===== src/rtl/trng_multi_core.sv =====
// trng_multi_core: multi-lane TRNG behind a BRAM-style register port.
// Each lane is a Galois LFSR that is perturbed by one synchronized ring-oscillator bit.
// Every WORD_STEPS ticks, the XOR of all lane states is pushed into a word FIFO.
// A per-lane repetition-count health test blocks pushes once any lane trips.
// Ports:
//   clk, rst    - clock and synchronous active-high reset
//   en, we      - access strobe and byte write enables (any we bit = write)
//   addr        - byte address; addr[ADDR_W-1:4] picks the register
//   wrdata      - write data
//   rddata      - registered read data
//   entropy_in  - asynchronous oscillator bits, one per lane
//   osc_en      - oscillator enables (all bits equal)
//   irq         - level interrupt, irq_en & FIFO not empty

// One entropy lane: LFSR state plus its repetition-count health counter.
module trng_lane #(
   parameter int          WIDTH = 32,
   parameter logic [31:0] POLY  = 32'h80000370,
   parameter int          IDX   = 0
) (
   input  logic             clk,
   input  logic             rst,
   input  logic             tick,
   input  logic             load,
   input  logic             cnt_clr,
   input  logic             ent,
   input  logic [WIDTH-1:0] seed,
   input  logic [7:0]       hlimit,
   output logic [WIDTH-1:0] state_nxt,
   output logic             hit
);
   logic [WIDTH-1:0] state_q, state_d, stepped;
   logic [7:0]       hcnt_q, hcnt_d;
   logic             last_q, last_d;

   always_comb begin
      stepped    = (state_q >> 1) ^ (state_q[0] ? POLY[WIDTH-1:0] : '0);
      stepped[0] = stepped[0] ^ ent;
      state_d    = state_q;
      if (load)      state_d = seed ^ WIDTH'(IDX);
      else if (tick) state_d = stepped;
      // An all-zero LFSR would never leave zero, so zero is replaced by 1.
      if (state_d == '0) state_d = WIDTH'(1);

      hcnt_d = hcnt_q;
      last_d = last_q;
      hit    = 1'b0;
      if (cnt_clr) hcnt_d = '0;
      else if (tick) begin
         last_d = ent;
         // A count of 0 means no previous sample exists, so the run restarts at 1.
         if (hcnt_q == 8'd0 || ent != last_q) hcnt_d = 8'd1;
         else if (hcnt_q != 8'hff)            hcnt_d = hcnt_q + 8'd1;
         hit = (hlimit != 8'd0) && (hcnt_d >= hlimit);
      end
   end

   assign state_nxt = state_d;

   always_ff @(posedge clk) begin
      if (rst) begin
         state_q <= WIDTH'(IDX + 1);
         hcnt_q  <= '0;
         last_q  <= 1'b0;
      end else begin
         state_q <= state_d;
         hcnt_q  <= hcnt_d;
         last_q  <= last_d;
      end
   end
endmodule

module trng_multi_core #(
   parameter int             CHANNELS   = 4,
   parameter int             WIDTH      = 32,
   parameter logic [31:0]    POLY       = 32'h80000370,
   parameter int             FIFO_DEPTH = 16,
   parameter int             WIN_W      = 10,
   parameter logic [WIN_W-1:0] WIN_RESET = 10'd64,
   parameter int             WORD_STEPS = 32,
   parameter int             ADDR_W     = 13
) (
   input  logic                clk,
   input  logic                rst,
   input  logic                en,
   input  logic [3:0]          we,
   input  logic [ADDR_W-1:0]   addr,
   input  logic [31:0]         wrdata,
   output logic [31:0]         rddata,
   input  logic [CHANNELS-1:0] entropy_in,
   output logic [CHANNELS-1:0] osc_en,
   output logic                irq
);
   localparam int SELW = ADDR_W - 4;
   localparam int AW   = $clog2(FIFO_DEPTH);
   localparam int LW   = AW + 1;
   localparam int SW   = $clog2(WORD_STEPS + 1);
   localparam logic [SELW-1:0] R_DATA = SELW'(1), R_SEED = SELW'(2), R_CTRL = SELW'(3),
                               R_WIN  = SELW'(4), R_STAT = SELW'(5), R_HLIM = SELW'(6);

   logic [SELW-1:0] sel;
   logic wr, rd, ctrl_wr, win_wr, load, clr, run, cnt_hold, tick, push, push_ok, pop, rd_data;
   logic empty, full;
   logic [CHANNELS-1:0]             hit;
   logic [CHANNELS-1:0][WIDTH-1:0]  lane_nxt;
   logic [WIDTH-1:0]                lane_xor;
   logic [31:0]                     mem_q [FIFO_DEPTH];
   logic unused_ok;

   logic enable_q, enable_d, irq_en_q, irq_en_d, fail_q, fail_d, udf_q, udf_d, ovf_q, ovf_d;
   logic irq_q, irq_d;
   logic [31:0]         seed_q, seed_d, rddata_q, rddata_d;
   logic [WIN_W-1:0]    window_q, window_d, wcnt_q, wcnt_d;
   logic [7:0]          hlimit_q, hlimit_d;
   logic [SW-1:0]       step_q, step_d;
   logic [CHANNELS-1:0] sync1_q, sync1_d, sync2_q, sync2_d;
   logic [AW-1:0]       wptr_q, wptr_d, rptr_q, rptr_d;
   logic [LW-1:0]       level_q, level_d;

   assign unused_ok = ^addr[3:0];
   assign sel       = addr[ADDR_W-1:4];
   assign wr        = en & (|we);
   assign rd        = en & ~(|we);
   assign ctrl_wr   = wr && (sel == R_CTRL);
   assign win_wr    = wr && (sel == R_WIN);
   assign load      = ctrl_wr & wrdata[1];
   assign clr       = ctrl_wr & wrdata[2];
   assign run       = enable_q && (window_q != '0);
   // Dropping enable or rewriting WINDOW restarts the window without a tick.
   assign cnt_hold  = !run || win_wr || (ctrl_wr && !wrdata[0]);
   assign tick      = !cnt_hold && (wcnt_q == window_q - 1'b1);
   assign empty     = (level_q == '0);
   assign full      = (level_q == LW'(FIFO_DEPTH));
   assign rd_data   = rd && (sel == R_DATA);
   assign push      = tick && (step_q == SW'(WORD_STEPS - 1)) && !fail_q && !load && !clr;
   assign pop       = rd_data && !empty && !clr;
   // A pop in the same cycle frees the slot, so a push into a full FIFO still lands.
   assign push_ok   = push && (!full || pop);
   assign osc_en    = {CHANNELS{run}};
   assign irq       = irq_q;
   assign rddata    = rddata_q;

   for (genvar g = 0; g < CHANNELS; g++) begin : g_lane
      trng_lane #(.WIDTH(WIDTH), .POLY(POLY), .IDX(g)) u_lane (
         .clk      (clk),
         .rst      (rst),
         .tick     (tick),
         .load     (load),
         .cnt_clr  (load | clr),
         .ent      (sync2_q[g]),
         .seed     (seed_q[WIDTH-1:0]),
         .hlimit   (hlimit_q),
         .state_nxt(lane_nxt[g]),
         .hit      (hit[g])
      );
   end

   always_comb begin
      lane_xor = '0;
      for (int i = 0; i < CHANNELS; i++) lane_xor ^= lane_nxt[i];
   end

   always_comb begin
      enable_d = enable_q;
      irq_en_d = irq_en_q;
      seed_d   = seed_q;
      window_d = window_q;
      hlimit_d = hlimit_q;
      if (ctrl_wr) begin
         enable_d = wrdata[0];
         irq_en_d = wrdata[3];
      end
      if (wr && sel == R_SEED)
         for (int b = 0; b < 4; b++) if (we[b]) seed_d[8*b +: 8] = wrdata[8*b +: 8];
      if (win_wr)                window_d = wrdata[WIN_W-1:0];
      if (wr && sel == R_HLIM)   hlimit_d = wrdata[7:0];

      sync1_d = entropy_in;
      sync2_d = sync1_q;
      wcnt_d  = (cnt_hold || tick) ? '0 : wcnt_q + 1'b1;

      step_d = step_q;
      if (load || clr) step_d = '0;
      else if (tick)   step_d = (step_q == SW'(WORD_STEPS - 1)) ? '0 : step_q + 1'b1;

      fail_d = clr ? 1'b0 : (fail_q | (|hit));
      udf_d  = clr ? 1'b0 : (udf_q | (rd_data && empty));
      ovf_d  = clr ? 1'b0 : (ovf_q | (push && !push_ok));

      wptr_d  = wptr_q;
      rptr_d  = rptr_q;
      level_d = level_q;
      if (clr) begin
         wptr_d  = '0;
         rptr_d  = '0;
         level_d = '0;
      end else begin
         if (push_ok) wptr_d = wptr_q + 1'b1;
         if (pop)     rptr_d = rptr_q + 1'b1;
         if (push_ok && !pop)      level_d = level_q + 1'b1;
         else if (pop && !push_ok) level_d = level_q - 1'b1;
      end

      irq_d = irq_en_q & !empty;

      rddata_d = rddata_q;
      if (rd) begin
         case (sel)
            R_DATA:  rddata_d = empty ? 32'd0 : mem_q[rptr_q];
            R_SEED:  rddata_d = seed_q;
            R_CTRL:  rddata_d = {28'd0, irq_en_q, 2'b00, enable_q};
            R_WIN:   rddata_d = 32'(window_q);
            R_STAT:  rddata_d = {16'd0, 8'(level_q), 3'b000, fail_q, ovf_q, udf_q, full, empty};
            R_HLIM:  rddata_d = {24'd0, hlimit_q};
            default: rddata_d = 32'd0;
         endcase
      end
   end

   always_ff @(posedge clk) begin
      if (push_ok) mem_q[wptr_q] <= 32'(lane_xor);
   end

   always_ff @(posedge clk) begin
      if (rst) begin
         enable_q <= 1'b0;
         irq_en_q <= 1'b0;
         seed_q   <= '0;
         window_q <= WIN_RESET;
         hlimit_q <= 8'd32;
         sync1_q  <= '0;
         sync2_q  <= '0;
         wcnt_q   <= '0;
         step_q   <= '0;
         fail_q   <= 1'b0;
         udf_q    <= 1'b0;
         ovf_q    <= 1'b0;
         wptr_q   <= '0;
         rptr_q   <= '0;
         level_q  <= '0;
         irq_q    <= 1'b0;
         rddata_q <= '0;
      end else begin
         enable_q <= enable_d;
         irq_en_q <= irq_en_d;
         seed_q   <= seed_d;
         window_q <= window_d;
         hlimit_q <= hlimit_d;
         sync1_q  <= sync1_d;
         sync2_q  <= sync2_d;
         wcnt_q   <= wcnt_d;
         step_q   <= step_d;
         fail_q   <= fail_d;
         udf_q    <= udf_d;
         ovf_q    <= ovf_d;
         wptr_q   <= wptr_d;
         rptr_q   <= rptr_d;
         level_q  <= level_d;
         irq_q    <= irq_d;
         rddata_q <= rddata_d;
      end
   end
endmodule

===== config.mk =====
export PLATFORM = sky130hd
export DESIGN_NAME = trng_multi_core
export DESIGN_NICKNAME = d
export VERILOG_FILES = /design/src/rtl/trng_multi_core.sv
export SDC_FILE = /design/constraint.sdc
export NUM_CORES = 1
export LEC_CHECK = 0
export CORE_UTILIZATION = 25
export DETAILED_ROUTE_END_ITERATION = 8
export PLACE_DENSITY = 0.35
export SLEW_MARGIN = 30
export SYNTH_ARGS = -nofsm -noshare
export SYNTH_HDL_FRONTEND = slang
export SYNTH_SLANG_ARGS = --single-unit

===== constraint.sdc =====
create_clock -name clk -period 8.9 [get_ports clk]
set_input_delay 1.78 -clock clk [delete_from_list [all_inputs] [get_ports clk]]
set_output_delay 1.78 -clock clk [all_outputs]
set_load 0.005 [all_outputs]

After elaboration in Yosys (flattened, before gate mapping)
Memory sizes are Yosys's and may differ from the RTL's. A register that Yosys moved wholly into a read port is not among the register bits. Index checks and enable logic that the tools add are counted.

Register bits: 289. Bits in writable memories: 512. Input bits: 56. Output and inout bits: 37. Logic and storage cells: 204. Memories: 1.

Memories: mem_q (depth 16, bits a word 32, read ports 1, clocked after memory_dff 1, write ports 1, line 107) `logic [31:0] mem_q [FIFO_DEPTH];`.

Add/subtract/negate cells: 11. Order comparisons: 4. Equality and inequality tests: 17. Multiplexer cells: 49. Bitwise gates (word level): 25. Reduce and logical (&&, ||, !) cells: 65.

Operators by type and width (number): 2-to-1 mux 32 bit (17); one-hot mux 32 bit (6 select lines) (1); zero test 32 bit (4); 2-to-1 mux 8 bit (16); bitwise XOR 31 x 32 -> 32 bit (4); bitwise XOR 32 bit (3); adder 8 x 1 -> 8 bit (second input constant) (4); >= comparator 8 bit (4); zero test 8 bit (4); inequality test 8 bit (second input constant) (4); == test 9 x 3 -> 1 bit (second input constant) (3); logical AND 1 bit (23); == test 9 x 2 -> 1 bit (second input constant) (2); adder 10 x 1 -> 10 bit (second input constant) (1); == test 10 bit (1); zero test 1 bit (10); 2-to-1 mux 1 bit (10); 2-to-1 mux 5 bit (2); AND reduction 2 bit (5); nonzero test 10 bit (1); subtractor 10 x 1 -> 10 bit (second input constant) (1); == test 9 x 1 -> 1 bit (second input constant) (1); logical OR 1 bit (9); adder 4 x 1 -> 4 bit (second input constant) (2); other kinds (18) (39).

Logic depth before layout (Yosys ltp)
Word-level depth: 16. Mapped depth: 21. Depth with buffers taken out: 18.

Cells and area by module
From an unflattened synthesis, not the netlist that was laid out.

Cell total of the unflattened synthesis: 2726. Area, all modules: 36269.8 um^2.

Modules (own cells, without submodules): trng_multi_core (instances 1, cells an instance 1540, area an instance 26112.5 um^2, seq. area each 17957.2 um^2); trng_lane (g_lane[1].u_lane) (instances 1, cells an instance 297, area an instance 2597.5 um^2, seq. area each 820.8 um^2); trng_lane (g_lane[0].u_lane) (instances 1, cells an instance 296, area an instance 2543.7 um^2, seq. area each 820.8 um^2); trng_lane (g_lane[3].u_lane) (instances 1, cells an instance 296, area an instance 2516.2 um^2, seq. area each 820.8 um^2); trng_lane (g_lane[2].u_lane) (instances 1, cells an instance 297, area an instance 2499.9 um^2, seq. area each 820.8 um^2).

Worst setup path before layout
No wires, ideal clock.

Kind: input -> register. From: input port we[1]. To: memory mem_q[3][0] (enable). Arrival time: 6.828 ns. Data required time: 8.439 ns. Setup slack: 1.611 ns. Stages: 12. Buffers on the path: 4. Path through: nor4_1 nand2b_1 clkbuf_1 nor3_1 nand2_1 buf_2 clkbuf_1 buf_1 nand4_1 nor4_4 nand2_1 nor3_1.

Cells in the longest elaborated chain, start to end: 14. Elaborated cells on any way between the ends: 26. Classes of those cells: 2 x mux; 5 x bitwise; 19 x reduce/logical.

Ends and longest elaborated chain: start: declaration (line 86) `input logic [3:0] we,`; OR reduction 4 bit (*) (line 122, 123); AND 1 bit (line 122) `assign wr = en & (|we);`; logical AND 1 bit, on equally long branches (line 125, 124); logical OR 1 bit / logical AND 1 bit (equally long branches) (line 130) `assign cnt_hold = !run || win_wr || (ctrl_wr && !wrdata[0]);`; logical OR 1 bit (line 130); zero test 1 bit (line 131) `assign tick = !cnt_hold && (wcnt_q == window_q - 1'b1);`; logical AND 1 bit (line 131); logical AND 1 bit (4 in a row) (line 135) `assign push = tick && (step_q == SW'(WORD_STEPS - 1)) && !fail_q && !load && !clr;`; logical AND 1 bit (*) (line 138) `assign push_ok = push && (!full || pop);`; net push_ok (line 102) `logic wr, rd, ctrl_wr, win_wr, load, clr, run, cnt_hold, tick, push, push_ok, pop, rd_data;`; 2-to-1 mux 1 bit (*) (line 221) `if (push_ok) mem_q[wptr_q] <= 32'(lane_xor);`; 2-to-1 mux 1 bit (implied by the code) (*) (line 221); end: declaration (line 107).

The timed path passes the listed nets; every way through them passes the cells marked *.

Worst setup path after layout
From: input port we[1]. To: memory mem_q[13][19] (enable).

Same word-level chain as after synthesis.

==> flow_summary.json <==
{
  "status": "complete, no violations",
  "dp_cells": 4564,
  "finish.net_count": 2895,
  "finalSetupTns_ps": 0,
  "wl_um": 112000,
  "synth_cell_types": 73,
  "core_area_um2": 140000,
  "clock_skew_ps": 69.6,
  "leakagePower_uw": 0.0121,
  "worstSetupEndpointType": "flip-flop",
  "path_buf_inv": 2,
  "start_util_pct": 25.2,
  "synth.yosys.warnings": 0,
  "ir_drop_uv": 121,
  "ios": 93,
  "grt_pass1_wl_um": 164000,
  "viasPerCell": 4.79,
  "syn_to_final_growth_pct": 18.8,
  "slew_headroom_pct": 40.0,
  "synth_top_area_cell": "edfxtp_1",
  "port_buffers": 88,
  "post_cts_buffers": 0,
  "whs_ps": 452,
  "antenna_found_initial": 5,
  "path_max_fanout": 18,
  "cts_max_level": 3,
  "die_w_um": 377,
  "ys_top_cells_by_area": "edfxtp_1 44%, dfxtp_1 17%, mux4_2 10%",
  "clock_sink_count": 805,
  "grt_max_degree": 107,
  "fin_crit_sh_pct": 75.9,
  "dieArea_um2": 142000,
  "synth_commonest_cells": "512 x edfxtp_1, 293 x dfxtp_1, 265 x nor2_1, 233 x nand2_1, 160 x mux4_2",
  "critical_path_arrival_ps": 7160,
  "synth_edf_count": 512,
  "setup_viol_count_final": 0,
  "ys.flop_type": "edfxtp_1",
  "track_usage_pct": 15.9,
  "hpwl_um": 72800,
  "insertion_delay_ps": 730,
  "powerDensity_nw_per_um2": 187,
  "gp_congestion": 0.775,
  "grt_pass1_vias": 23100,
  "synth.avg_cell_area_um2": 13.0,
  "max_stage_delay_ps": 770,
  "overflow": 0,
  "vias": 22700,
  "tightest_slew_ps": 891,
  "wl_per_cell_um": 23.7,
  "clkSlewWorstSetupHoldPaths_ps": 50,
  "drive_gt1_share_pct": 16.7,
  "yosysTopAreaCellShare_pct": 43.7,
  "slew_viol_final": 0,
  "dr.pass1.iters": 5,
  "root_buffer": "clkbuf_16",
  "syn_area_um2": 35100,
  "ys_seq_area_share_pct": 60.4,
  "hp-class": "flip-flop to flip-flop",
  "drv_cap": 0,
  "synth-async-reset-ratio_pct": 0,
  "final_hold_viol_count": 0,
  "fp-row-count": 137,
  "max_clock_freq_mhz": 148,
  "crit_required_ps": 9300,
  "fin_cells": 4742,
  "drtIter0Drc": 1500,
  "rsz0062_at_grt": "no",
  "cts-buffers-inserted": 96,
  "synth_most_common_cell": "edfxtp_1",
  "yosys_register_bits": 805,
  "cp_top_family": "simple AND/OR/NAND/NOR gates",
  "ant_nets": 0,
  "clock_path_buffers": 3,
  "start_kind": "input pin",
  "slowest_stage": "nor4_4",
  "dieHeight_um": 377,
  "postCtsHoldBufs": 0,
  "postCtsResizedCells": 0,
  "fin_crit_ps": 6760,
  "drc": 0,
  "critPathKind": "input pin to flip-flop",
  "cts_tree": "done",
  "worstPathCellList": "clkdlybuf4s50_1, nor4_2, nand2b_1, o31a_2, and3_1, nand4_1, nor4_4, nand2_1, nor2_4, buf_4",
  "syn_nets": 2804,
  "synthCells": 2695
}
per-layer routing:
layer / global-route usage (%) / wire length, um / vias to the layer above
met2: 25.5 / 52500 / 456
met4: 3.57 / 2110 / 0
met3: 2.36 / 4400 / 129
met1: 22.4 / 53500 / 11800
met5: 0 / 0 / -
li1: - / - / 10300
cell families after synthesis:
| logic type | share of synthesized area [%] |
|---|---|
| AO/OA/AOI/OAI | 7.51 |
| XOR/XNOR | 4.23 |
| adder cells (fa/ha/maj) | 1.91 |
| buffers and inverters | 2.40 |
| flip-flops | 60.4 |
| multiplexers | 11.9 |
| AND/OR/NAND/NOR | 11.6 |
sequential cells by signal, indices dropped and copies added (netlist names), 4 cells and up, named ones only:
register / count
g_lane.u_lane.hcnt_q: 32
g_lane.u_lane.last_q: 4
g_lane.u_lane.state_q: 128
hlimit_q: 8
level_q: 5
mem_q: 512
rddata: 32
rptr_q: 4
seed_q: 32
step_q: 6
sync1_q: 4
sync2_q: 4
wcnt_q: 10
window_q: 10
wptr_q: 4
placed cells by master, fill, tap and decap left out, types with 8 or more instances in the layout:
| cell type | n |
|---|---|
| edfxtp_1 | 512 |
| a22oi_1 | 12 |
| xnor2_4 | 9 |
| clkinv_1 | 25 |
| a21oi_1 | 106 |
| nand4_1 | 67 |
| mux4_2 | 160 |
| buf_4 | 73 |
| clkbuf_16 | 97 |
| nor4_1 | 23 |
| a31oi_1 | 73 |
| and3_1 | 8 |
| o21ai_1 | 13 |
| a31o_2 | 37 |
| clkdlybuf4s50_1 | 87 |
| a211oi_1 | 9 |
| xnor2_1 | 85 |
| dfxtp_1 | 289 |
| nor3_1 | 40 |
| ha_1 | 52 |
| o21ai_0 | 68 |
| nor2b_1 | 100 |
| nor2_1 | 252 |
| nand2_1 | 231 |
| clkinv_2 | 10 |
| inv_1 | 24 |
| o41ai_1 | 12 |
| clkbuf_1 | 21 |
| mux2i_1 | 54 |
| xor2_1 | 67 |
| nand3_1 | 34 |
| nor2_4 | 13 |
| nand2b_1 | 23 |
| a221oi_1 | 21 |
area by class of cell:
type / count / area [um^2]
flip-flops and latches: 805 / 21300
fillers: 14000 / 97800
multi-input cells: 1688 / 13400
diodes: 6 / 15.0
clock inverters: 48 / 414
clock buffers: 124 / 2590
inverters: 24 / 90.1
well taps: 1876 / 2350
repair buffers: 171 / 1620
path summary, 6_finish.rpt:
kind / start / cells after the start / slack [ps] / end
setup / recovery: we[1] / 10 / 2140 / mem_q[13][19]
hold reg to reg: sync1_q[2] / 1 / 450 / sync2_q[2]
setup reg to reg: window_q[0] / 13 / 2550 / mem_q[8][0]
hold / removal: sync1_q[2] / 1 / 450 / sync2_q[2]
metrics by stage:
stage	worst slack, ps	power (uW)	cell area, um^2	utilization [%]
CTS	2040	7920	41700	29.9
floorplan	1610	4050	35100	-
detailed placement	1270	4100	38700	27.7
finish	2140	7790	41700	29.9
global placement	1070	4100	38600	27.6
global route	1780	8050	41700	29.9
power by group:
group	total [uW]	switching [uW]	leakage, uW	internal [uW]
registers	3930	3.41	0.00603	3930
logic	86.1	52.2	0.00463	33.9
clock network	3770	1630	0.00145	2140
total	7790	1690	0.0121	6110
(Power assumes the default switching activity.)
